--- src/rtl/cavlc_pkg.sv ---
// Shared constants, types and helpers for the CAVLC scan controller.
package cavlc_pkg;

    localparam int COEF_W = 15;
    localparam int NCOEF  = 16;
    localparam int IDX_W  = $clog2(NCOEF);

    typedef logic signed [COEF_W-1:0] coef_t;

    typedef enum logic [2:0] {
        ST_IDLE = 3'd0,
        ST_LOAD = 3'd1,
        ST_SCAN = 3'd2,
        ST_STAT = 3'd3,
        ST_EMIT = 3'd4
    } scan_state_e;

    // +1 and -1 only; the most negative code is not a unit.
    function automatic logic is_unit(input coef_t c);
        logic unit_s;
        unit_s = (c == coef_t'({{(COEF_W-1){1'b0}}, 1'b1})) ||
                 (c == coef_t'({COEF_W{1'b1}}));
        return unit_s;
    endfunction

endpackage

--- src/rtl/cavlc_coef_sel.sv ---
// Picks one coefficient out of the zigzag bank outputs by scan index.
module cavlc_coef_sel
    import cavlc_pkg::*;
(
    input  logic [NCOEF*COEF_W-1:0] zz_dout,
    input  logic [IDX_W-1:0]        idx,
    output logic [COEF_W-1:0]       coef
);

    // NCOEF:1 mux shared by the scan and emit passes
    always_comb begin
        coef = zz_dout[idx*COEF_W +: COEF_W];
    end

endmodule

--- src/rtl/cavlc_scan_ctrl.sv ---
// CAVLC front-end sequencer: loads a 4x4 block into the zigzag bank, derives
// TotalCoeff/TrailingOnes/TotalZeros, then streams non-zero coefficients high to low.
module cavlc_scan_ctrl
    import cavlc_pkg::*;
(
    input  logic                    clk,
    input  logic                    rst,
    input  logic                    blk_valid,
    input  logic                    blk_ac,
    output logic                    blk_ready,
    output logic                    zz_wen,
    input  logic [NCOEF*COEF_W-1:0] zz_dout,
    output logic                    stat_valid,
    input  logic                    stat_ready,
    output logic [4:0]              total_coeff,
    output logic [1:0]              trail_ones,
    output logic [3:0]              total_zeros,
    output logic                    coef_valid,
    input  logic                    coef_ready,
    output logic [COEF_W-1:0]       coef_data,
    output logic [3:0]              coef_idx,
    output logic                    coef_last
);

    scan_state_e        state_r, state_s;
    logic [IDX_W-1:0]   idx_r, idx_s;
    logic [IDX_W-1:0]   start_r, start_s;
    logic [IDX_W-1:0]   first_nz_r, first_nz_s;
    logic [4:0]         tc_r, tc_s;
    logic [1:0]         t1_r, t1_s;
    logic [3:0]         tz_r, tz_s;
    logic               t1_open_r, t1_open_s;
    logic [4:0]         emit_cnt_r, emit_cnt_s;
    logic [COEF_W-1:0]  sel_s;
    coef_t              c_s;
    logic               nz_s;
    logic               last_s;

    cavlc_coef_sel u_coef_sel (
        .zz_dout (zz_dout),
        .idx     (idx_r),
        .coef    (sel_s)
    );

    // State and datapath registers
    always_ff @(posedge clk) begin
        if (rst) begin
            state_r    <= ST_IDLE;
            idx_r      <= 4'd0;
            start_r    <= 4'd0;
            first_nz_r <= 4'd0;
            tc_r       <= 5'd0;
            t1_r       <= 2'd0;
            tz_r       <= 4'd0;
            t1_open_r  <= 1'b0;
            emit_cnt_r <= 5'd0;
        end else begin
            state_r    <= state_s;
            idx_r      <= idx_s;
            start_r    <= start_s;
            first_nz_r <= first_nz_s;
            tc_r       <= tc_s;
            t1_r       <= t1_s;
            tz_r       <= tz_s;
            t1_open_r  <= t1_open_s;
            emit_cnt_r <= emit_cnt_s;
        end
    end

    // Next-state, datapath updates and handshake outputs
    always_comb begin
        state_s    = state_r;
        idx_s      = idx_r;
        start_s    = start_r;
        first_nz_s = first_nz_r;
        tc_s       = tc_r;
        t1_s       = t1_r;
        tz_s       = tz_r;
        t1_open_s  = t1_open_r;
        emit_cnt_s = emit_cnt_r;
        blk_ready  = 1'b0;
        zz_wen     = 1'b0;
        stat_valid = 1'b0;
        coef_valid = 1'b0;
        coef_last  = 1'b0;
        c_s        = coef_t'(sel_s);
        nz_s       = (c_s != coef_t'({COEF_W{1'b0}}));
        last_s     = ((emit_cnt_r + 5'd1) == tc_r);

        case (state_r)
            ST_IDLE: begin
                blk_ready = 1'b1;
                zz_wen    = blk_valid;
                if (blk_valid) begin
                    start_s = blk_ac ? 4'd1 : 4'd0;
                    state_s = ST_LOAD;
                end else begin
                    state_s = ST_IDLE;
                end
            end
            ST_LOAD: begin
                idx_s      = 4'd15;
                first_nz_s = 4'd0;
                tc_s       = 5'd0;
                t1_s       = 2'd0;
                tz_s       = 4'd0;
                t1_open_s  = 1'b1;
                emit_cnt_s = 5'd0;
                state_s    = ST_SCAN;
            end
            ST_SCAN: begin
                if (nz_s) begin
                    tc_s = tc_r + 5'd1;
                    if (tc_r == 5'd0) begin
                        first_nz_s = idx_r;
                    end else begin
                        first_nz_s = first_nz_r;
                    end
                    if (t1_open_r && is_unit(c_s) && (t1_r != 2'd3)) begin
                        t1_s = t1_r + 2'd1;
                    end else begin
                        t1_open_s = 1'b0;
                    end
                end else begin
                    tc_s = tc_r;
                end
                // Modulo-16 arithmetic is exact here: the true count is 0..15.
                if (idx_r == start_r) begin
                    if (tc_s == 5'd0) begin
                        tz_s = 4'd0;
                    end else begin
                        tz_s = first_nz_s - start_r + 4'd1 - tc_s[3:0];
                    end
                    state_s = ST_STAT;
                end else begin
                    idx_s = idx_r - 4'd1;
                end
            end
            ST_STAT: begin
                stat_valid = 1'b1;
                if (stat_ready) begin
                    if (tc_r != 5'd0) begin
                        idx_s      = 4'd15;
                        emit_cnt_s = 5'd0;
                        state_s    = ST_EMIT;
                    end else begin
                        state_s = ST_IDLE;
                    end
                end else begin
                    state_s = ST_STAT;
                end
            end
            ST_EMIT: begin
                if (nz_s) begin
                    coef_valid = 1'b1;
                    coef_last  = last_s;
                    if (coef_ready) begin
                        emit_cnt_s = emit_cnt_r + 5'd1;
                        if (last_s || (idx_r == start_r)) begin
                            state_s = ST_IDLE;
                        end else begin
                            idx_s = idx_r - 4'd1;
                        end
                    end else begin
                        state_s = ST_EMIT;
                    end
                end else if (idx_r == start_r) begin
                    state_s = ST_IDLE;
                end else begin
                    idx_s = idx_r - 4'd1;
                end
            end
            default: begin
                state_s = ST_IDLE;
            end
        endcase
    end

    // Beat payload is forced to zero whenever no beat is offered
    always_comb begin
        if (coef_valid) begin
            coef_data = sel_s;
            coef_idx  = idx_r;
        end else begin
            coef_data = {COEF_W{1'b0}};
            coef_idx  = 4'd0;
        end
    end

    assign total_coeff = tc_r;
    assign trail_ones  = t1_r;
    assign total_zeros = tz_r;

endmodule

--- config.mk ---
export PLATFORM = sky130hd
export DESIGN_NAME = cavlc_scan_ctrl
export DESIGN_NICKNAME = d
export VERILOG_FILES = /design/src/rtl/cavlc_pkg.sv /design/src/rtl/cavlc_coef_sel.sv /design/src/rtl/cavlc_scan_ctrl.sv
export SDC_FILE = /design/constraint.sdc
export NUM_CORES = 1
export LEC_CHECK = 0
export BUFFER_PORTS_ARGS = -buffer_cell sky130_fd_sc_hd__buf_4
export CAP_MARGIN = 20
export CORE_AREA = 2 2 108 110
export CTS_CLUSTER_DIAMETER = 30
export DETAILED_ROUTE_END_ITERATION = 10
export DIE_AREA = 0 0 110 112
export MAX_ROUTING_LAYER = met4
export PLACE_DENSITY = 0.84
export REMOVE_ABC_BUFFERS = 1
export SLEW_MARGIN = 20
export SYNTH_ARGS = -nofsm -noshare
export SYNTH_HDL_FRONTEND = slang
export SYNTH_SLANG_ARGS = --single-unit
--- constraint.sdc ---
create_clock -name clk -period 4.9 [get_ports clk]
set_input_delay 0 -clock clk [delete_from_list [all_inputs] [get_ports clk]]
set_output_delay 0 -clock clk [all_outputs]
set_load 0.01 [all_outputs]
==> results.py, run 1 <==
metrics = {
    "outcome": {
        "status": "completed",
    },
    "global_route": {
        "antenna_found_initial": 4,
        "busiest_layer": "met2",
        "grt_pass1_wl_mm": 27.2,
        "first_global_vias": 5216,
        "grt_overflow_total": 0,
        "grt_max_degree": 32,
        "met2_usage_pct": 48.1,
        "track_usage_pct": 30.1,
        "use_met1_pct": 36.5,
        "grtUsageMet3_pct": 7.90,
    },
    "sta": {
        "finalWorstSetupSlack_ps": 229,
        "finClkSkew_ps": 5.82,
        "grt_setup_unrepaired": "no",
        "post-route-period-util_pct": 95.3,
        "final-max-slew-violation-count": 0,
        "max_freq_mhz": 214,
        "tightest_slew_ps": 893,
        "hold_viol_final": 0,
        "setup_viol": 0,
        "relSlewSlack_pct": 40.3,
        "layout_min_cycle_time_ps": 4670,
    },
    "synthesis": {
        "synth_ff_type": "dfxtp_1",
        "yosysSeqAreaShare_pct": 13.8,
        "postSynthCellCount": 454,
        "synth_area_leaders": "mux4_2 (14%), dfxtp_1 (14%), mux2i_1 (12%)",
        "netlist_area_um2": 4200,
        "yosysTopAreaCellShare_pct": 14.5,
        "yosysWarnings": 0,
        "avgSynthCellArea_um2": 9.24,
        "synth_edf_count": 0,
        "ys_seq_elements": 29,
        "async_flop_share_pct": 0,
        "synth_top_cell_by_area": "mux4_2",
        "synth_cell_types": 61,
    },
    "floorplan": {
        "die_h_um": 112,
        "core_um2": 11200,
        "rows": 39,
        "start_util_pct": 37.5,
        "io_pins": 281,
        "die_w_um": 110,
        "die_area_um2": 12300,
    },
    "detailed_routing": {
        "drtAntennaViolNets": 0,
        "drt_wl_total_mm": 18.4,
        "dr.pass1.iters": 5,
        "routed_wire_length_per_instance_um": 21.0,
        "post-route-drc-count": 0,
        "viasPerCell": 5.88,
        "num_vias": 5142,
        "drt_iter0_drc": 433,
    },
    "clock_tree": {
        "cts_sinks": 29,
        "cts_tree": "done",
        "clk_pin_slew_ps": 50,
        "cts_made_buffers": 5,
        "clockBufferDepth": 2,
        "htreeDepth": 2,
        "root_buffer": "clkbuf_16",
        "clock_latency_ps": 280,
    },
    "critical_path": {
        "reg2reg_from": "idx_r[0]$_SDFFE_PP0P_",
        "worstSetupStartpointType": "register",
        "slowest_stage": "mux4_2",
        "worstReg2RegEnd": "total_zeros[3]$_SDFFE_PP0P_",
        "cp-end-kind": "register",
        "crit_start": "idx_r[0]$_SDFFE_PP0P_",
        "crit_chain": "buf_12, mux4_2, a22oi_1, nand4_1, nor4_4, buf_4, nand2_4, xnor2_1, ha_1, fa_1, inv_1, ha_1, inv_1, fa_1, xnor2_1, xnor2_1, xnor2_1, xnor2_2, o31ai_2",
        "crit_required_ps": 5100,
        "slowest_delay_ps": 520,
        "r2r_slack_ps": 230,
        "arrival_ps": 4870,
        "r2r_cells": 19,
        "cp_max_fo": 30,
        "crit_path_frequent_cell": "xnor2_1",
        "cp-endpoint": "total_zeros[3]$_SDFFE_PP0P_",
        "worstSetupPathType": "register to register",
    },
    "place": {
        "dp_slack_ps": -23.6,
        "io_buffers": 280,
        "dp_hpwl_mm": 15.2,
        "place.gp.congestion": 0.969,
    },
    "cells_and_area": {
        "mostFrequentLayoutCell": "buf_4",
        "fin_nets": 983,
        "drive_gt1_share_pct": 50.1,
        "area_growth_pct": 58.3,
        "n_fill_cell": 978,
        "postLayoutCoreUtil_pct": 59.4,
        "mostFrequentLayoutCells": "buf_4 (295), nor2_1 (53), mux2i_1 (49)",
    },
    "power": {
        "vdd_drop_max_mv": 0.197,
        "p_leak_uw": 0.00295,
        "powerDensity_nw_per_um2": 305,
        "power_uw": 2020,
    },
    "run": {
        "cap_violations": 0,
    },
    "min_path": {
        "hp-class": "input port to register",
    },
}
-- cell usage after synthesis, types with 3 or more instances --
| master | number |
|---|---|
| dfxtp_1 | 29 |
| mux2i_1 | 50 |
| mux4_1 | 11 |
| nand2_1 | 25 |
| a21oi_1 | 29 |
| mux4_2 | 27 |
| a221oi_1 | 22 |
| nor3_1 | 9 |
| a22oi_2 | 4 |
| clkbuf_1 | 16 |
| nor2b_1 | 8 |
| xnor2_1 | 11 |
| buf_2 | 7 |
| nor2_1 | 54 |
| a22oi_1 | 18 |
| a211oi_1 | 3 |
| inv_1 | 12 |
| nand3_1 | 11 |
| buf_6 | 6 |
| nand3b_1 | 3 |
| and3_1 | 5 |
| o21ai_0 | 17 |
| a31oi_1 | 3 |
| buf_12 | 3 |
| o21ai_1 | 6 |
| and2_1 | 8 |
| nand4_1 | 6 |
| ha_1 | 9 |
-- registers in the layout, indices dropped and copies added (netlist names) --
register,cells
emit_cnt_r,5
first_nz_r,4
idx_r,4
start_r,1
state_r,3
t1_open_r,1
total_coeff,5
total_zeros,4
trail_ones,2
-- power breakdown --
group          switching (uW)  total, uW  internal [uW]
combinational             707       1350            647
sequential               28.9        288            259
clock                     111        381            269
-- area by class of cell --
type                    count  area [um^2]  area share [%]
diodes                      4         10.0           0.151
clock buffers               6          150            2.26
clock inverters             2         35.0           0.528
inverters                  13         48.8           0.735
multi-input cells         377         3330            50.1
flip-flops and latches     29          586            8.82
well taps                 143          179            2.69
repair buffers            300         2300            34.7
-- worst max-delay path: cells and delay by family (launching register included) --
| family | cells | cell delay (ps) |
|---|---|---|
| adder cells (fa/ha/maj) | 4 | 1170 |
| buffers and inverters | 4 | 550 |
| AND/OR/NAND/NOR | 3 | 600 |
| AO/OA/AOI/OAI | 2 | 540 |
| flip-flops | 1 | 410 |
| XOR/XNOR | 5 | 800 |
| multiplexers | 1 | 520 |
-- repair_timing --
| action | CTS | global route |
|---|---|---|
| cloned | 0 | 0 |
| setup endpoints to repair | 1 | 1 |
| gates resized for setup | 0 | 10 |
| hold buffers | 1 | 0 |
| hold endpoints to repair | 1 | 0 |
| buffers inserted | 1 | 0 |
| pin swaps | 0 | 1 |
-- how the worst min path moves through the flow --
stage,from,end,slack (ps),cells past startpoint
after CTS,rst,total_zeros[1]$_SDFFE_PP0P_,100,2
after global placement,blk_ac,start_r[0]$_SDFFE_PP0P_,270,3
after detailed placement,blk_ac,start_r[0]$_SDFFE_PP0P_,270,3
final,rst,emit_cnt_r[0]$_SDFFE_PP0P_,100,2
after global routing,rst,emit_cnt_r[0]$_SDFFE_PP0P_,110,2
after floorplan,rst,emit_cnt_r[2]$_SDFFE_PP0P_,70,1
-- stage by stage --
step	cell area, um^2	setup TNS [ps]	hold slack (ps)	std cells
6_report	6640	0	104	874
5_1_grt	6640	0	115	874
4_1_cts	6600	0	97.6	870
3_5_place_dp	6390	-23.6	273	860
3_3_place_gp	6390	0	272	860
2_1_floorplan	3940	-26620	69.1	419
-- layer usage --
layer | up-vias | part of all wire, %
li1 | 2329 | -
met3 | 44 | 11
met1 | 2451 | 39
met5 | - | 0
met2 | 318 | 48
met4 | 0 | 2.7
-- cells by family after synthesis --
logic type	count (synthesis)	synth area share [%]
AND/OR/NAND/NOR	144	18.0
AO/OA/AOI/OAI	119	20.5
multiplexers	89	33.6
buffers and inverters	48	7.28
flip-flops	29	13.8
XOR/XNOR	14	3.10
adder cells (fa/ha/maj)	11	3.64
No activity file was read; power rests on OpenSTA's default activity.
==> run 2, diff against run 1 <==
ABC_AREA = 1   (was default)
CORE_AREA = 2 2 110 112   (was 2 2 108 110)
DIE_AREA = 0 0 112 114   (was 0 0 110 112)
PLACE_DENSITY = 0.78   (was 0.84)
==> run 2 against run 1 <==
- combinational power is 53% higher
- sequential power is 20% higher
- worst hold slack worse by 85 ps
- clock-buffer cell count is 1 higher
- clock skew is 3.6 ps higher
- via count is 34% higher
- flip-flop and latch count stayed put
- cell area is 7.0% higher
- synthesized cell count is 120% higher
- first-iteration DRC count is 30% higher
- clock power is 17% lower
- largest cell class unchanged
- highest routed layer unchanged
==> results.py, run 2 <==
metrics = {
    "synthesis": {
        "synth_common_cells": "nand2_1 (410), nor2_1 (137), inv_1 (104)",
        "synth_most_common_cell": "nand2_1",
        "synth_cell_types": 43,
        "yosysSeqAreaShare_pct": 11.9,
        "synth_ff_type": "dfxtp_1",
        "avgSynthCellArea_um2": 4.96,
        "yosysWarnings": 0,
        "netlist_area_um2": 4880,
        "synth_top_cell_by_area": "nand2_1",
        "postSynthCellCount": 984,
        "yosysTopAreaCellShare_pct": 31.5,
        "synth_area_leaders": "nand2_1 (32%), dfxtp_1 (12%), nand3_1 (11%)",
        "ys_seq_elements": 29,
        "async_flop_share_pct": 0,
        "synth_edf_count": 0,
    },
    "global_route": {
        "met2_usage_pct": 54.3,
        "grt_max_degree": 162,
        "use_met1_pct": 40.6,
        "busiest_layer": "met2",
        "grt_overflow_total": 0,
        "grtUsageMet3_pct": 4.73,
        "antenna_found_initial": 1,
        "track_usage_pct": 32.0,
        "grt_pass1_wl_mm": 32.3,
        "first_global_vias": 6353,
    },
    "floorplan": {
        "die_h_um": 114,
        "start_util_pct": 41.7,
        "die_w_um": 112,
        "die_area_um2": 12800,
        "io_pins": 281,
        "rows": 40,
        "core_um2": 11700,
    },
    "place": {
        "io_buffers": 280,
        "place_inst": 1369,
        "dp_hpwl_mm": 15.9,
        "place.gp.congestion": 0.988,
        "dp_slack_ps": 519,
    },
    "run": {
        "cap_violations": 0,
    },
    "sta": {
        "hold_viol_final": 0,
        "grt_setup_unrepaired": "no",
        "finClkSkew_ps": 9.47,
        "post-route-period-util_pct": 91.0,
        "layout_min_cycle_time_ps": 4460,
        "tightest_slew_ps": 647,
        "finalWorstSetupSlack_ps": 442,
        "setup_viol": 0,
        "final-max-slew-violation-count": 0,
        "relSlewSlack_pct": 56.9,
        "max_freq_mhz": 224,
        "setup_tns_ps": 0,
    },
    "clock_tree": {
        "clockBufferDepth": 2,
        "ctsResizeCount": 0,
        "cts_tree": "done",
        "hold_buffers": 1,
        "root_buffer": "clkbuf_16",
        "clk_pin_slew_ps": 50,
        "cts_made_buffers": 5,
        "htreeDepth": 2,
        "cts_setup_buffers": 0,
        "cts_sinks": 29,
        "clock_latency_ps": 270,
    },
    "critical_path": {
        "crit_cells": 28,
        "r2r_cells": 28,
        "worstSetupPathType": "register to register",
        "cp_max_fo": 21,
        "arrival_ps": 4650,
        "crit_required_ps": 5100,
        "cp-end-kind": "register",
        "slowest_delay_ps": 480,
        "cp_num_buf_inv": 6,
        "critPathTopFamily": "simple AND/OR/NAND/NOR gates",
        "crit_path_frequent_cell": "nand2_1",
        "worstSetupStartpointType": "register",
        "slowest_stage": "dfxtp_2",
    },
    "cells_and_area": {
        "mostFrequentLayoutCell": "nand2_1",
        "fin_nets": 1487,
        "n_fill_cell": 1243,
        "area_growth_pct": 45.5,
        "stdcell_count": 1379,
        "drive_gt1_share_pct": 26.2,
        "mostFrequentLayoutCells": "nand2_1 (410), buf_4 (288), nor2_1 (137)",
    },
    "detailed_routing": {
        "drt_iter0_drc": 564,
        "drt_wl_total_mm": 20.5,
        "num_vias": 6913,
        "dr.pass1.iters": 6,
        "post-route-drc-count": 0,
        "routed_wire_length_per_instance_um": 14.8,
        "drtAntennaViolNets": 0,
        "viasPerCell": 5.01,
    },
    "power": {
        "vdd_drop_max_mv": 0.287,
        "power_uw": 2730,
        "p_leak_uw": 0.00401,
        "powerDensity_nw_per_um2": 384,
    },
    "min_path": {
        "hold_path_depth": 4,
        "hp-class": "input port to register",
    },
    "outcome": {
        "status": "completed",
    },
}
[run 2: final timing paths]
check	startpoint	to	slack (ps)
max reg2reg	idx_r[2]$_SDFFE_PP0P_	total_zeros[3]$_SDFFE_PP0P_	440
min reg2reg	total_zeros[1]$_SDFFE_PP0P_	total_zeros[1]$_SDFFE_PP0P_	470
max	idx_r[2]$_SDFFE_PP0P_	total_zeros[3]$_SDFFE_PP0P_	440
min	blk_valid	start_r[0]$_SDFFE_PP0P_	20
[run 2: area by class of cell]
type	instances	area [um^2]	share of cell area, %
antenna	1	2.50	0.0352
clock buffer	7	153	2.15
clock inverter	1	5.00	0.0704
inverter	110	415	5.84
multi-input combinational	792	3530	49.7
sequential	29	586	8.24
tap	147	184	2.59
timing repair buffer	292	2230	31.4
[run 2: cell families after synthesis]
family          share of synthesized area [%]
compound gates                           10.5
fa+ha+maj                                3.13
xor+xnor                                 1.97
simple gates                             56.7
buf+inv                                  15.8
flops                                    11.9
[run 2: metrics by stage]
step | hold WS (ps) | util [%] | area [um^2]
floorplan | 69.1 | - | 4530
global placement | 256 | 59.2 | 6940
detailed placement | 261 | 59.2 | 6940
CTS | 18.6 | 60.7 | 7110
global route | 75.0 | 60.7 | 7110
finish | 18.9 | 60.7 | 7110
[run 2: report_power, final]
part	switching, uW	internal (uW)
clock	101	214
sequential	66.1	280
combinational	1320	745
[run 2: tightest hold or removal path, delay by kind of cell]
kind            cells  cell delay [ps]
compound gates      1               50
simple gates        2              120
buf+inv             1               80
[run 2: layer usage]
metal / part of all wire [%] / up-vias
met1: 43 / 3032
met2: 46 / 306
met4: 2.5 / 0
met3: 8.3 / 37
met5: 0 / -
li1: - / 3538
==> run 3, diff against run 2 <==
ABC_AREA = default   (was 1)
CORE_AREA = 2 2 108 110   (was 2 2 110 112)
DIE_AREA = 0 0 110 112   (was 0 0 112 114)
PLACE_DENSITY = 0.73   (was 0.78)
==> run 3 against run 2 <==
- critical path depth shrank 8
- cell area shrank 6.9%
- largest cell class unchanged
- critical path type unchanged
- die area shrank 3.5%
- first-iteration DRC count shrank 55%
- flip-flop and latch count is the same
==> results.py, run 3 (same netlist as run 1, synthesis figures left out) <==
metrics = {
    "outcome": {
        "status": "completed",
    },
    "global_route": {
        "grt_overflow_total": 0,
        "grt_max_degree": 30,
        "grt_pass1_wl_mm": 26.3,
        "track_usage_pct": 28.5,
        "first_global_vias": 5015,
        "antenna_found_initial": 1,
    },
    "place": {
        "io_buffers": 280,
        "placed_cell_area_um2": 6400,
        "place.gp.congestion": 0.933,
        "dp_slack_ps": 40.9,
        "dp_hpwl_mm": 14.5,
    },
    "sta": {
        "finalWorstSetupSlack_ps": 305,
        "relSlewSlack_pct": 54.5,
        "final-max-slew-violation-count": 0,
        "tightest_slew_ps": 681,
        "hold_viol_final": 0,
        "setup_viol": 0,
        "post-route-period-util_pct": 93.8,
        "layout_min_cycle_time_ps": 4590,
        "max_freq_mhz": 218,
        "finClkSkew_ps": 3.92,
    },
    "power": {
        "swShare_pct": 43.0,
        "power_uw": 1940,
        "p_leak_uw": 0.00296,
        "p_seq_share_pct": 15.0,
        "combPwrFrac_pct": 70.0,
        "powerDensity_nw_per_um2": 294,
        "p_int_uw": 1110,
        "pwr-share-clk_pct": 15.0,
        "vdd_drop_max_mv": 0.183,
        "power_switching_uw": 835,
    },
    "detailed_routing": {
        "wl_met2_mm": 8.46,
        "drt-met1-wl_mm": 7.20,
        "top_layer": "met4",
        "routed_wire_length_per_instance_um": 19.8,
        "post-route-drc-count": 0,
        "drt_wl_total_mm": 17.4,
        "drtAntennaViolNets": 0,
        "num_vias": 4962,
        "wl_met3_mm": 1.26,
        "dr.pass1.iters": 4,
        "drt_iter0_drc": 255,
        "viasPerCell": 5.66,
    },
    "clock_tree": {
        "cts_sinks": 29,
        "clk_pin_slew_ps": 50,
        "htreeDepth": 2,
        "cts_tree": "done",
        "clockBufferDepth": 2,
        "cts_made_buffers": 5,
        "root_buffer": "clkbuf_16",
        "clock_latency_ps": 280,
    },
    "critical_path": {
        "worstReg2RegEnd": "total_zeros[3]$_SDFFE_PP0P_",
        "crit_path_frequent_cell": "xnor2_1",
        "crit_chain": "buf_12, buf_4, mux2i_1, a221oi_1, o21ai_1, nand4_1, nor4_4, buf_4, a21oi_4, mux2i_2, fa_1, inv_1, ha_1, inv_1, fa_1, xnor2_1, xnor2_1, xnor2_1, xnor2_2, o31ai_2",
        "r2r_slack_ps": 310,
        "critPathTopFamily": "compound AO/OA/AOI/OAI gates",
        "slowest_stage": "a221oi_1",
        "worstSetupStartpointType": "register",
        "slowest_delay_ps": 440,
        "arrival_ps": 4790,
        "crit_required_ps": 5100,
        "cp_num_buf_inv": 5,
        "cp-end-kind": "register",
        "cp_max_fo": 27,
        "r2r_cells": 20,
        "crit_start": "idx_r[0]$_SDFFE_PP0P_",
        "reg2reg_from": "idx_r[0]$_SDFFE_PP0P_",
        "worstSetupPathType": "register to register",
    },
    "cells_and_area": {
        "fin_nets": 988,
        "drive_gt1_share_pct": 50.0,
        "area_growth_pct": 57.8,
        "final_cell_area_um2": 6620,
        "n_fill_cell": 997,
        "mostFrequentLayoutCells": "buf_4 (300), nor2_1 (54), mux2i_1 (49)",
        "mostFrequentLayoutCell": "buf_4",
    },
    "floorplan": {
        "die_area_um2": 12300,
        "die_h_um": 112,
        "rows": 39,
        "start_util_pct": 37.5,
        "io_pins": 281,
        "core_um2": 11200,
        "die_w_um": 110,
    },
    "min_path": {
        "hold_path_depth": 2,
        "hp-class": "input port to register",
        "whs_endpoint": "idx_r[2]$_SDFFE_PP0P_",
        "holdCritStartpoint": "rst",
    },
    "run": {
        "cap_violations": 0,
    },
}
## run 3: changes by cell type in the layout (fill, tap and decap cells not counted), moves of 15 or more
cell / previous run / this run
a21oi_1: 45 / 29
a221oi_1: 0 / 22
a22oi_1: 1 / 16
inv_1: 104 / 12
mux2i_1: 0 / 49
mux4_2: 0 / 27
nand2_1: 410 / 25
nand3_1: 103 / 11
nor2_1: 137 / 54
## run 3: power by group through the flow
stage	registers [uW]	logic (uW)	clock network (uW)
detailed placement	307	1310	0
global placement	306	1280	0
floorplan	382	808	0
global route	297	1480	305
CTS	302	1310	297
finish	293	1360	292
## run 3: worst max-delay path by stage
stage	endpoint	depth (start not counted)	slack [ps]
CTS	total_zeros[3]$_SDFFE_PP0P_	21	20
global placement	total_zeros[3]$_SDFFE_PP0P_	21	170
floorplan	total_zeros[3]$_SDFFE_PP0P_	18	-2290
global route	total_zeros[3]$_SDFFE_PP0P_	20	-0.7
finish	total_zeros[3]$_SDFFE_PP0P_	20	310
detailed placement	total_zeros[3]$_SDFFE_PP0P_	21	40
## run 3: layer usage
| metal | global-route usage [%] | vias to the layer above |
|---|---|---|
| met4 | 8.69 | 0 |
| met1 | 35.7 | 2355 |
| met5 | - | - |
| met2 | 46.4 | 227 |
| met3 | 5.21 | 35 |
| li1 | - | 2345 |
## run 3: timing repair
item,CTS,global route
setup endpoints to repair,0,1
gates resized for setup,0,8
buffers inserted,0,5
endpoints found under the hold margin,1,0
hold buffers,1,0
## run 3: through the flow
step	setup TNS [ps]	hold slack (ps)	util [%]	instances
after detailed placement	0	249	57.3	861
after global placement	0	245	57.3	861
final	0	104	59.2	876
after floorplan	-26620	69.1	-	419
after CTS	0	102	58.6	870
after global routing	-0.739	123	59.2	876
## run 3: layout make-up
class	instances	area, um^2	area share, %
multi-input cells	377	3320	50.2
repair buffers	305	2340	35.4
flip-flops and latches	29	586	8.85
well taps	143	179	2.70
clock buffers	6	129	1.95
inverters	13	48.8	0.737
clock inverters	2	10.0	0.151
diodes	1	2.50	0.0378
